===== src/rtl/inst_fetch_buf.sv =====
// Instruction fetch buffer: drives a one-cycle-latency instruction ROM and
// queues {pc, inst} pairs for the decode stage, with redirect (flush) support.
module inst_fetch_buf #(
  parameter int unsigned      ADDR_W   = 32,
  parameter int unsigned      INST_W   = 32,
  parameter int unsigned      DEPTH    = 4,
  parameter logic [ADDR_W-1:0] RESET_PC = '0
) (
  input  logic              clk,
  input  logic              rst,
  output logic              rom_ce_o,
  output logic [ADDR_W-1:0] rom_addr_o,
  input  logic [INST_W-1:0] rom_data_i,
  input  logic              stall_i,
  input  logic              flush_i,
  input  logic [ADDR_W-1:0] new_pc_i,
  output logic              id_valid_o,
  output logic [ADDR_W-1:0] id_pc_o,
  output logic [INST_W-1:0] id_inst_o
);

  localparam int unsigned PTR_W = (DEPTH > 1) ? $clog2(DEPTH) : 1;
  localparam int unsigned CNT_W = $clog2(DEPTH) + 1;
  localparam int unsigned OCC_W = CNT_W + 1;

  logic [ADDR_W-1:0] r_fetch_pc;
  logic [ADDR_W-1:0] r_q_pc   [DEPTH];
  logic [INST_W-1:0] r_q_inst [DEPTH];
  logic [PTR_W-1:0]  r_wptr;
  logic [PTR_W-1:0]  r_rptr;
  logic [CNT_W-1:0]  r_count;
  logic              r_inflight;
  logic [ADDR_W-1:0] r_pc_inflight;

  logic              w_id_valid;
  logic              w_deq_req;
  logic              w_enq;
  logic              w_deq;
  logic [OCC_W-1:0]  w_occ;

  // Occupancy after this cycle counts the in-flight read as already queued,
  // so an arriving ROM word always has a free slot.
  assign w_id_valid = ~rst & (r_count != '0);
  assign w_deq_req  = w_id_valid & ~stall_i;
  assign w_occ      = OCC_W'(r_count) + OCC_W'(r_inflight) - OCC_W'(w_deq_req);
  assign w_enq      = r_inflight & ~flush_i;
  assign w_deq      = w_deq_req & ~flush_i;

  assign rom_ce_o   = ~rst & ~flush_i & (w_occ < OCC_W'(DEPTH));
  assign rom_addr_o = r_fetch_pc;

  // Head entry presented to decode; zeroed when the queue is empty.
  assign id_valid_o = w_id_valid;
  assign id_pc_o    = w_id_valid ? r_q_pc[r_rptr]   : '0;
  assign id_inst_o  = w_id_valid ? r_q_inst[r_rptr] : '0;

  // Fetch PC, in-flight tracking and circular queue update.
  always_ff @(posedge clk) begin
    if (rst) begin
      r_fetch_pc    <= RESET_PC;
      r_wptr        <= '0;
      r_rptr        <= '0;
      r_count       <= '0;
      r_inflight    <= 1'b0;
      r_pc_inflight <= '0;
      for (int i = 0; i < int'(DEPTH); i++) begin
        r_q_pc[i]   <= '0;
        r_q_inst[i] <= '0;
      end
    end else if (flush_i) begin
      r_fetch_pc <= {new_pc_i[ADDR_W-1:2], 2'b00};
      r_wptr     <= '0;
      r_rptr     <= '0;
      r_count    <= '0;
      r_inflight <= 1'b0;
    end else begin
      if (rom_ce_o) begin
        r_fetch_pc    <= r_fetch_pc + ADDR_W'(4);
        r_inflight    <= 1'b1;
        r_pc_inflight <= r_fetch_pc;
      end else begin
        r_inflight    <= 1'b0;
      end

      if (w_enq) begin
        r_q_pc[r_wptr]   <= r_pc_inflight;
        r_q_inst[r_wptr] <= rom_data_i;
        r_wptr           <= r_wptr + PTR_W'(1);
      end

      if (w_deq) begin
        r_rptr <= r_rptr + PTR_W'(1);
      end

      case ({w_enq, w_deq})
        2'b10:   r_count <= r_count + CNT_W'(1);
        2'b01:   r_count <= r_count - CNT_W'(1);
        default: r_count <= r_count;
      endcase
    end
  end

endmodule


===== config.mk =====
export PLATFORM = sky130hd
export DESIGN_NAME = inst_fetch_buf
export DESIGN_NICKNAME = d
export VERILOG_FILES = /design/src/rtl/inst_fetch_buf.sv
export SDC_FILE = /design/constraint.sdc
export NUM_CORES = 1
export LEC_CHECK = 0
export ABC_AREA = 1
export CAP_MARGIN = 20
export CELL_PAD_IN_SITES_DETAIL_PLACEMENT = 0
export CELL_PAD_IN_SITES_GLOBAL_PLACEMENT = 2
export CORE_MARGIN = 3
export CORE_UTILIZATION = 37
export DETAILED_ROUTE_END_ITERATION = 8
export PLACE_DENSITY_LB_ADDON = 0.08
export SYNTH_ARGS = -nofsm -noshare
export SYNTH_HDL_FRONTEND = slang
export SYNTH_SLANG_ARGS = --single-unit

===== constraint.sdc =====
create_clock -name clk -period 18.3 [get_ports clk]
set_input_delay 2.745 -clock clk [delete_from_list [all_inputs] [get_ports clk]]
set_output_delay 2.745 -clock clk [all_outputs]
set_load 0.03 [all_outputs]

## After elaboration in Yosys (flattened, before gate mapping)

Memories as Yosys holds them, arrays and structs flattened. A register that Yosys moved wholly into a read port is not among the register bits.
Index checks and enable logic that the tools add are counted.

- Output and inout bits: 98
- Memories kept: 2
- Bits of input ports: 68
- Register bits after elaboration: 72
- Logic and storage cells: 57
- Memory bits (writable): 256

- Bitwise logic cells: 9
- Reduce and logical (&&, ||, !) cells: 7
- Eq/ne operators: 2
- Add/sub/neg operators: 7
- $lt $le $gt $ge: 1
- Muxes and demuxes: 22

Memories:

| name | depth | width | rd ports | clocked after Yosys merged registers in | wr ports | RTL line | source |
|---|---|---|---|---|---|---|---|
| r_q_inst | 4 | 32 | 1 | 1 | 4 | 28 | `logic [INST_W-1:0] r_q_inst [DEPTH];` |
| r_q_pc | 4 | 32 | 1 | 1 | 4 | 27 | `logic [ADDR_W-1:0] r_q_pc [DEPTH];` |

Operators with widths:

| kind | number |
|---|---|
| $mux 32 | 6 |
| $reduce_or 32->1 | 2 |
| $add 32x3->32 const B | 1 |
| $mux 2 | 6 |
| $mux 1 | 9 |
| $and 1x1->1 | 6 |
| $pmux 3 s2 | 1 |
| $add 2x1->2 const B | 2 |
| $add 3x1->4 | 1 |
| $lt 4x3->1 const B | 1 |
| $reduce_bool 2->1 | 2 |
| $sub 4x1->4 | 1 |
| $add 3x1->3 const B | 1 |
| $not 1->1 | 3 |
| $reduce_bool 3->1 | 1 |
| $sub 3x1->3 const B | 1 |
| $eq 2x1->1 const B | 1 |
| $eq 2x2->1 const B | 1 |
| $reduce_and 2->1 | 1 |
| $reduce_or 2->1 | 1 |

## Logic depth before layout (Yosys ltp)

- Word-level depth: 8
- Depth in mapped cells: 17
- Depth with buffers taken out: 16

## Worst setup path before layout

OpenSTA, ideal clock, no wires.

- Path kind: input to register
- Start: in flush_i
- End: mem r_q_inst[3][0], enable pin
- Required time: 17726 ps
- Library setup time: 574 ps
- Buffers on the path: 1
- Stages on the path: 4
- Arrival: 7728 ps
- Setup slack: 9998 ps
- Path through: buf_2 nor2_1 inv_1 o31ai_1

RTL lines:

| element | RTL line | source |
|---|---|---|
| start: declaration | 15 | `input logic flush_i,` |
| end: declaration | 28 |  |

## Worst setup path after layout

- Start: in rst
- End: out rom_ce_o

- Word-level cells in the longest chain between the ends: 6
- Elaborated cells on any way between the ends: 7
- Classes of those cells: add/sub: 1; order compare: 1; bitwise: 5

Ends and longest elaborated chain:

| element | RTL line | source |
|---|---|---|
| start: declaration | 10 | `input logic rst,` |
| $not 1->1 * | 43, 49 |  |
| $and 1x1->1 | 43 | `assign w_id_valid = ~rst & (r_count != '0);` |
| $and 1x1->1 | 44 | `assign w_deq_req = w_id_valid & ~stall_i;` |
| $sub 4x1->4 | 45 | `assign w_occ = OCC_W'(r_count) + OCC_W'(r_inflight) - OCC_W'(w_deq_req);` |
| $lt 4x3->1 | 49 | `assign rom_ce_o = ~rst & ~flush_i & (w_occ < OCC_W'(DEPTH));` |
| $and 1x1->1 * | 49 |  |
| end: declaration | 11 | `output logic rom_ce_o,` |

Every way passes the cells marked *; elsewhere a longest branch is shown, timed or not.

==> impl_metrics.json <==
{
  "nNetsFinal": 1917,
  "hold_class": "reg -> reg",
  "end_kind": "primary output",
  "cts_sinks": 318,
  "power_density_nw_per_um2": 91.8,
  "fin_crit_ps": 10050,
  "cts.reportedPaths.clkPinSlew_ps": 60,
  "ant_nets": 0,
  "ys_types": 33,
  "post_cts_buffers": 0,
  "drtPass1Iterations": 5,
  "critical_path.top_delay_family": "buffers and inverters",
  "grt_pass1_wl_um": 65900,
  "ys_seq_elements": 318,
  "layout_commonest_cell": "nor2_1",
  "rows": 73,
  "ir_drop_mv": 0.0572,
  "port_buffers": 159,
  "final_cell_mix": "nor2_1 (517), edfxtp_1 (248), nand2_1 (187)",
  "yosys-top-cells-area": "edfxtp_1 (50%), nor2_1 (13%), dfxtp_1 (9.3%), o21ai_0 (5.8%), nand2_1 (4.7%)",
  "seq_area_frac_synth": 0.589,
  "tns_ps": 0,
  "period_share": 0.549,
  "synth-async-reset-ratio": 0,
  "hpwl_um": 24000,
  "power.total_mw": 1.67,
  "syn_inst": 1725,
  "synth-compound-area-share": 0.107,
  "crit_type": "in -> out",
  "synth_top_family_by_area": "simple AND/OR/NAND/NOR gates",
  "worst_pin_slew_ps": 1070,
  "synth_top_area_frac": 0.495,
  "synth_top_cell_by_area": "edfxtp_1",
  "setup_violations": 0,
  "cp.arrival_ps": 7310,
  "crit_chain": "clkdlybuf4s50_1 -> inv_2 -> buf_4 -> o31ai_4 -> buf_4 -> nor2_1 -> ha_1 -> inv_1 -> ha_1 -> nand3_1 -> nand2_1 -> nand2_1 -> nand3_2 -> nor2_4 -> clkdlybuf4s50_1",
  "maxCapViolCount": 0,
  "num_vias": 11582,
  "synth_simple_gate_area_frac": 0.223,
  "synth-edff-count": 248,
  "grt_usage": 0.192,
  "initial_utilization": 0.377,
  "synth.avg_cell_area_sq_um": 8.72,
  "p_leak_nw": 6.80,
  "hold_buffers": 0,
  "place_congestion": 0.789,
  "diodes": 0,
  "finalHoldViolations": 0,
  "cp-start-kind": "input port",
  "ios": 166,
  "drtIter0Drc": 728,
  "drt_wl_total_um": 42500,
  "grt_max_degree": 87,
  "status": "finished, final reports clean",
  "syn_area_sq_um": 15000,
  "routedWlPerCell_um": 17.7,
  "rsz0062_at_grt": "false",
  "path_buf_inv": 6,
  "skew_ps": 14.8,
  "dieArea_sq_um": 43100,
  "core_area_sq_um": 39900,
  "synth_warnings": 0,
  "clkLatencyLatePin_ps": 510,
  "h-tree-depth": 2,
  "syn_to_final_growth_pct": 21.2,
  "drc": 0,
  "cts_tree": "done",
  "relSlewSlack": 0.286,
  "max_freq_mhz": 99.5,
  "fp.dieH_um": 208,
  "viasPerCell": 4.83,
  "crit_fanout": 64,
  "slowest_delay_ps": 1160,
  "grt_pass1_vias": 11493,
  "synthMuxAreaShare": 0,
  "ctsResizeCount": 0,
  "drive_gt1_frac": 0.0775,
  "cts_buffer_depth": 3,
  "ys.flop_type": "edfxtp_1",
  "worstPathRequired_ps": 15550,
  "synthAdderAreaFrac": 0.00549,
  "synthXorXnorAreaFrac": 0,
  "cts_buffers": 37,
  "maxSlewViolCount": 0,
  "gr-total-overflow": 0,
  "crit_slowest_cell": "clkdlybuf4s50_1",
  "die_w_um": 208,
  "antenna_found_initial": 0,
  "clock-root-buffer": "clkbuf_16"
}
## power breakdown
| part | switching [mW] | internal (mW) |
|---|---|---|
| Clock | 0.288 | 0.442 |
| Combinational | 0.0789 | 0.0390 |
| Sequential | 0.0152 | 0.810 |
## state kept, by name (all words and copies together), names as in the netlist, named ones only
name / flops
rom_addr_o: 30
r_q_pc: 120
r_q_inst: 128
r_inflight: 1
r_pc_inflight: 30
r_rptr: 2
r_count: 3
r_wptr: 2
## cells in the mapped netlist (2+ instances only)
library cell,n
buf_2,24
a21oi_1,124
nand4_1,3
nor3_1,2
ha_1,5
buf_6,4
buf_4,6
a22oi_1,4
nand3_1,57
buf_1,5
nor2_8,2
nand2_1,190
edfxtp_1,248
nor2_1,517
nor2_2,2
nor2_4,23
a21boi_0,4
nand2_4,2
inv_2,30
inv_1,154
clkbuf_1,60
o21ai_0,175
dfxtp_1,70
nand2_2,5
## worst paths after layout
kind | from | to | slack (ps) | cells past startpoint
worst max register to register | r_count[2] | rom_addr_o[30] | 14650 | 16
worst min register to register | r_inflight | r_wptr[1] | 480 | 2
worst max-delay path | rst | rom_ce_o | 8250 | 15
worst min-delay path | r_inflight | r_wptr[1] | 480 | 2
## tightest hold or removal path, delay by kind of cell, from the launching register on
kind                   cells  cell delay, ps
AO/OA/AOI/OAI              1              80
flip-flops                 1             320
buffers and inverters      1              50
## metrics by stage
| step | instances | utilization | instance area [sq um] | setup slack [ps] | hold slack (ps) |
|---|---|---|---|---|---|
| CTS | 2397 | 0.457 | 18200 | 8150 | 483 |
| global placement | 2329 | 0.426 | 17000 | 8160 | 462 |
| finish | 2397 | 0.457 | 18200 | 8250 | 477 |
| detailed placement | 2329 | 0.426 | 17000 | 8150 | 463 |
| floorplan | 1728 | - | 15000 | 10000 | 449 |
| global route | 2397 | 0.457 | 18200 | 7930 | 507 |
## area by class of cell
class	instances	area (sq um)
Timing Repair Buffer	175	1710
Sequential cell	318	8850
Tap cell	525	657
Inverter	184	693
Multi-Input combinational cell	1127	5100
Fill cell	3914	21700
Clock buffer	47	1040
Clock inverter	21	174
## cell families (layout without fill, tap and decap cells)
family	count (synthesis)	in the layout
fa+ha+maj	6	6
other cells	1	4
compound gates	312	312
simple gates	805	805
flops	318	318
buf+inv	283	427
## per-layer routing
layer,track usage,vias up,part of all wire
met5,0,-,0
met4,0.0391,0,0.017
met1,0.254,5444,0.45
li1,-,5838,-
met3,0.0281,45,0.044
met2,0.338,255,0.49
Note: power is estimated with default switching activity, not from simulation.
